--- src/rtl/cnt_burst_ctrl.sv ---
// cnt_burst_ctrl: command-driven burst controller for a downstream max-counter.
// It accepts (period, repeat, prescale), drives the counter enable and max,
// counts carry-outs per burst, pulses done on completion, and on abort drains
// the counter back to zero before it pulses aborted.
// Optional build macro CNT_BURST_STAT_EN adds stat_bursts, a saturating
// 16-bit count of completed bursts.
module cnt_burst_ctrl #(
    parameter int DW = 8,
    parameter int RW = 4,
    parameter int PW = 4
) (
    input  logic          clk,
    input  logic          rst,
    input  logic          cmd_valid,
    output logic          cmd_ready,
    input  logic [DW-1:0] cmd_max,
    input  logic [RW-1:0] cmd_rep,
    input  logic [PW-1:0] cmd_div,
    input  logic          abort,
    output logic          cnt_en,
    output logic [DW-1:0] cnt_max,
    input  logic [DW-1:0] cnt_val,
    input  logic          cnt_co,
    output logic          busy,
    output logic          done,
    output logic          aborted,
    output logic [RW-1:0] rep_cnt
`ifdef CNT_BURST_STAT_EN
    ,
    output logic [15:0]   stat_bursts
`endif
);

    typedef enum logic [1:0] {
        IDLE  = 2'd0,
        RUN   = 2'd1,
        DRAIN = 2'd2,
        DONE  = 2'd3
    } state_t;

    state_t        state;
    state_t        state_nx;

    logic [DW-1:0] max_q;
    logic [RW-1:0] rep_q;
    logic [PW-1:0] div_q;
    logic [PW-1:0] pre_q;
    logic [RW-1:0] rep_cnt_q;
    logic          aborted_q;

    logic          accept;
    logic          pre_wrap;
    logic          last_co;
    logic          drain_exit;

    assign accept     = cmd_valid && (state == IDLE);
    assign pre_wrap   = (pre_q == div_q);
    assign last_co    = cnt_co && (rep_cnt_q == rep_q);
    // Drain ends either when the counter is already at zero or on the carry
    // that wraps it back to zero.
    assign drain_exit = (cnt_val == '0) || cnt_co;

    assign cmd_ready  = (state == IDLE);
    assign busy       = (state != IDLE);
    assign cnt_max    = max_q;
    assign rep_cnt    = rep_cnt_q;
    assign aborted    = aborted_q;

    // State register.
    always_ff @(posedge clk) begin
        if (rst) begin
            state <= IDLE;
        end else begin
            state <= state_nx;
        end
    end

    // Next-state decode plus the enable and done outputs.
    always_comb begin
        state_nx = state;
        cnt_en   = 1'b0;
        done     = 1'b0;
        case (state)
            IDLE: begin
                if (cmd_valid) begin
                    state_nx = RUN;
                end
            end
            RUN: begin
                cnt_en = pre_wrap;
                // A final carry wins over a same-cycle abort.
                if (last_co) begin
                    state_nx = DONE;
                end else if (abort) begin
                    state_nx = DRAIN;
                end
            end
            DRAIN: begin
                // Enable is withheld at zero so an idle counter is left untouched.
                cnt_en = (cnt_val != '0);
                if (drain_exit) begin
                    state_nx = IDLE;
                end
            end
            DONE: begin
                done     = 1'b1;
                state_nx = IDLE;
            end
            default: begin
                state_nx = IDLE;
            end
        endcase
    end

    // Command latch, prescaler, period counter and the abort-complete pulse.
    always_ff @(posedge clk) begin
        if (rst) begin
            max_q     <= '0;
            rep_q     <= '0;
            div_q     <= '0;
            pre_q     <= '0;
            rep_cnt_q <= '0;
            aborted_q <= 1'b0;
        end else begin
            aborted_q <= (state == DRAIN) && drain_exit;
            if (accept) begin
                max_q     <= cmd_max;
                rep_q     <= cmd_rep;
                div_q     <= cmd_div;
                pre_q     <= '0;
                rep_cnt_q <= '0;
            end else if (state == RUN) begin
                pre_q <= pre_wrap ? '0 : pre_q + PW'(1);
                if (cnt_co) begin
                    rep_cnt_q <= rep_cnt_q + RW'(1);
                end
            end
        end
    end

`ifdef CNT_BURST_STAT_EN
    logic [15:0] stat_q;

    // Saturating count of normally completed bursts.
    always_ff @(posedge clk) begin
        if (rst) begin
            stat_q <= '0;
        end else if ((state == DONE) && (stat_q != '1)) begin
            stat_q <= stat_q + 16'd1;
        end
    end

    assign stat_bursts = stat_q;
`endif

endmodule

--- config.mk ---
export PLATFORM = sky130hd
export DESIGN_NAME = cnt_burst_ctrl
export DESIGN_NICKNAME = d
export VERILOG_FILES = /design/src/rtl/cnt_burst_ctrl.sv
export SDC_FILE = /design/constraint.sdc
export NUM_CORES = 1
export LEC_CHECK = 0
export CAP_MARGIN = 15
export CORE_MARGIN = 4
export CORE_UTILIZATION = 46
export DETAILED_ROUTE_END_ITERATION = 7
export GPL_TIMING_DRIVEN = 1
export PLACE_DENSITY = 0.81
export SLEW_MARGIN = 20
export SYNTH_ARGS = -nofsm -noshare
export SYNTH_HDL_FRONTEND = slang
export SYNTH_SLANG_ARGS = --single-unit
--- constraint.sdc ---
create_clock -name clk -period 2.3 [get_ports clk]
set_input_delay 0.345 -clock clk [delete_from_list [all_inputs] [get_ports clk]]
set_output_delay 0.345 -clock clk [all_outputs]
set_load 0.1 [all_outputs]
-- Word-level counts from Yosys, hierarchy flattened
Cells that the tools add are included.
- add/subtract/negate cells: 2
- eq/ne operators: 8
- muxes and demuxes: 8
- reduce and logical (&&, ||, !) cells: 11
- operators with widths (cell ; count):
    $add 4x1->4 const B ; 2
    $eq 4x4->1 ; 2
    $logic_not 8->1 ; 1
    $mux 2 ; 4
    $pmux 2 s4 ; 1
    $reduce_bool 8->1 ; 1
    $eq 2x2->1 const B ; 2
    $mux 4 ; 1
    $ne 2x2->1 const B ; 2
    $logic_and 1x1->1 ; 3
    $ne 3x3->1 const B ; 1
    $reduce_and 3->1 ; 1
    $eq 2x1->1 const B ; 1
    $logic_not 2->1 ; 1
    $pmux 1 s2 ; 1
    $reduce_and 2->1 ; 1
    $reduce_bool 2->1 ; 1
    $reduce_or 2->1 ; 1
    $logic_or 1x1->1 ; 1
    $mux 1 ; 1
- flip-flop bits (word level): 27
- word-level logic and storage cells: 36

-- Depth between registers and ports, before layout
- depth in word-level cells: 4
- mapped depth: 8
- mapped depth without buffers: 7

-- Least setup slack after synthesis
OpenSTA, ideal clock, no wires.
- path type: flip-flop to flip-flop
- start: register state[0]
- end: register state[1]
- library setup time: 95 ps
- data arrival time: 2544 ps
- slack: -340 ps
- cell stages (with the launch flop): 6
- period minus slack after synthesis: 2640 ps
- path through: dfxtp_1 -> inv_1 -> ha_1 -> inv_1 -> a2bb2oi_4 -> a221oi_1
- word-level cells in the longest chain between the ends: 3
- ends and longest elaborated chain (element ; RTL line ; source):
    from (decl) ; 41 ; state_t state;
    from (signal assigned) ; 74 ; state <= state_nx;
    $logic_not 2->1 (*) ; - ;
    named net cmd_ready ; 15 ; output logic cmd_ready,
    $ne 2x2->1 (no line) ; - ;
    $reduce_and 3->1 (no line) ; - ;
The timed path passes the listed nets; every way through them passes the cells marked *.
A chain may end at the register's enable or synchronous reset.

-- Worst setup path after layout
- start: input port cnt_val[1]
- end: output port cnt_en
- word-level cells in the longest chain between the ends: 2
- ends and longest elaborated chain (element ; RTL line ; source):
    from (decl) ; 22 ; input logic [DW-1:0] cnt_val,
    $reduce_bool 8->1 ; 100 ; cnt_en = (cnt_val != '0);
    $pmux 1 s2 ; 83 ; case (state)
    to (decl) ; 20 ; output logic cnt_en,
No other way between the ends.

==> flow_summary.ini <==
[finish]
final_layout_size_suffix_gt1_frac = 0.150
nNetsFinal = 229
final_cell_area_um2 = 1720
final_core_util = 0.681
antenna-diode-count = 0
stdcell_count = 223
fillerInstances = 215
area_growth_pct = 39.7

[sta]
finClkSkew_ns = 0.00888
finalSetupTns_ns = 0
worstMarginPinSlew_ns = 0.544
whs_ns = 0.464
fin_crit_ns = 1.90
fmax_mhz = 526
setup_viol_count_final = 0
finalMaxSlewViolations = 0
rsz0062_at_grt = no
fin_crit_sh = 0.827
slew_headroom = 0.637
hold_viol = 0

[place]
placed_cells = 219
place_area_um2 = 1690
io_buffer_count = 45
finalWeightedCongestion = 0.804
dp_hpwl_um = 2330

[detailed_routing]
first_pass_iters = 4
wl_per_cell_um = 13.0
antenna_left = 0
routed_wl_um = 2900
viasPerCell = 5.31
vias = 1185
remaining_drc_errors = 0
drt_iter0_drc = 28

[min_path]
min_path_type = reg -> reg

[synthesis]
synth-seq-cells = 27
yosysTopAreaCell = dfxtp_1
synth-seq-area-share = 0.439
synth_top_cell_area_share = 0.439
synth.distinct_cells = 25
synthTopCellsByArea = dfxtp_1 44%, nand2_1 12%, a21oi_1 8.1%, ha_1 6.1%, xor2_1 5.0%
synth_nets = 182
synth_cells = 147
avgSynthCellArea_um2 = 8.37
syn_area_um2 = 1230
ys_warn_count = 0

[clock_tree]
cts_setup_buffers = 0
post_cts_resized = 0
cts_tree = yes
cts-root-buf = clkbuf_4
cts.clk_slew.worst_paths_ns = 0.13
cts_buffer_depth = 2
cts_max_level = 1
clock_sinks = 27
clock_latency_ns = 0.32
cts_hold_buffers = 0
cts_inserted_buffers = 3

[job]
drv_cap = 0

[power_and_ir_drop]
ir_drop_uv = 1270
leakage_nw = 0.692
p_per_area_nw_per_um2 = 1110

[worst_setup_path]
critPathMaxStageDelay_ns = 0.41
critPathLaunchType = input pin
worst-setup-path-type = in -> out
cp-end-kind = primary output
rrSetupSlack_ns = 0.80
cp_slowest_cell = clkdlybuf4s50_1
worstPathMaxFanout = 2
cpMostUsedCell = nand2_1
crit_chain = clkdlybuf4s50_1, nor4_2, nand2_1, nand2_1, a21boi_2, buf_12
worstPathRequired_ns = 1.96
arrival_ns = 1.56

[grt]
track_usage = 0.171
first_global_vias = 1145
grt_start_max_net_pins = 20
overflow = 0
grt_first_pass_wirelength_um = 4640
antenna_found_initial = 0

[floorplanning]
dieWidth_um = 59.7
core_um2 = 2520
fp.dieArea_um2 = 3570
ios = 46
initial_core_util = 0.488
rows = 18
die_y_um = 59.7

[outcome]
status = completed
==> kinds of logic (layout without fill, tap and decap cells) <==
kind of cell | after synthesis | after routing | synth area share
flip-flops | 27 | 27 | 0.439
AO/OA/AOI/OAI | 28 | 28 | 0.142
AND/OR/NAND/NOR | 62 | 62 | 0.224
adder cells (fa/ha/maj) | 6 | 6 | 0.0610
buffers and inverters | 10 | 56 | 0.0325
multiplexers | 1 | 1 | 0.00814
XOR/XNOR | 13 | 13 | 0.0926
==> synthesized netlist by cell type, drive strengths merged <==
master and number:
inv 4, and2 1, ha 6, a311oi 1, a2bb2oi 1, o21ai 3, nand2b 2, nor2 8
nand2 39, buf 2, mux2i 1, a221oi 1, xnor2 6, clkbuf 4, nand4 1, a21boi 1
a21oi 21, nand3 5, nor4 2, or3 1, xor2 7, dfxtp 27, nor3b 1, nor3 2
==> per-stage QoR <==
stage | total power [W] | setup WS, ns
6_report | 0.00191 | 0.398
5_1_grt | 0.00202 | 0.274
4_1_cts | 0.00193 | 0.391
3_5_place_dp | 0.00173 | 0.369
3_3_place_gp | 0.00171 | 0.430
2_1_floorplan | 0.00147 | 0.126
==> final timing paths <==
| kind | start | to | depth (start not counted) |
|---|---|---|---|
| min reg2reg | cnt_max[1] | cnt_max[1] | 2 |
| max reg2reg | state[1] | cnt_max[3] | 5 |
| max | cnt_val[1] | cnt_en | 6 |
| min | cnt_max[1] | cnt_max[1] | 2 |
==> where the power goes <==
part           switching (W)  leakage, nW  total (W)  internal [W]
sequential         0.0000619        0.220   0.000606      0.000544
combinational       0.000774        0.457    0.00111      0.000341
clock               0.000126       0.0150   0.000194     0.0000678
==> cell usage in the layout, fill, tap and decap left out, drive strengths merged, types with 2 or more instances in the layout <==
cell / n
dfxtp: 27
clkdlybuf4s50: 28
a21oi: 21
o21ai: 3
xnor2: 6
nand3: 5
buf: 20
nor4: 2
xor2: 7
nand2: 39
nor3: 2
nand2b: 2
inv: 4
ha: 6
nor2: 8
clkbuf: 4
==> worst max-delay path, delay by kind of cell <==
family	cells	cell delay [ns]
simple gates	3	0.56
compound gates	1	0.07
buf+inv	2	0.58
==> per-layer routing <==
| metal | global-route usage | vias up | wire, um |
|---|---|---|---|
| li1 | - | 581 | - |
| met1 | 0.188 | 542 | 1160 |
| met2 | 0.302 | 57 | 1310 |
| met3 | 0.0518 | 5 | 380 |
| met4 | 0.0665 | 0 | 47 |
| met5 | 0 | - | 0 |
==> registers in the layout, indices dropped and copies added, names as in the netlist <==
| register | cells |
|---|---|
| pre_q | 4 |
| div_q | 4 |
| aborted | 1 |
| cnt_max | 8 |
| rep_cnt | 4 |
| state | 2 |
| rep_q | 4 |
==> final cells by class <==
class / count / area, um^2 / area share
repair buffers: 48 / 443 / 0.258
inverters: 4 / 15.0 / 0.00874
flip-flops and latches: 27 / 541 / 0.315
clock buffers: 4 / 26.3 / 0.0153
well taps: 30 / 37.5 / 0.0218
multi-input cells: 110 / 656 / 0.382
(Power assumes the default switching activity.)
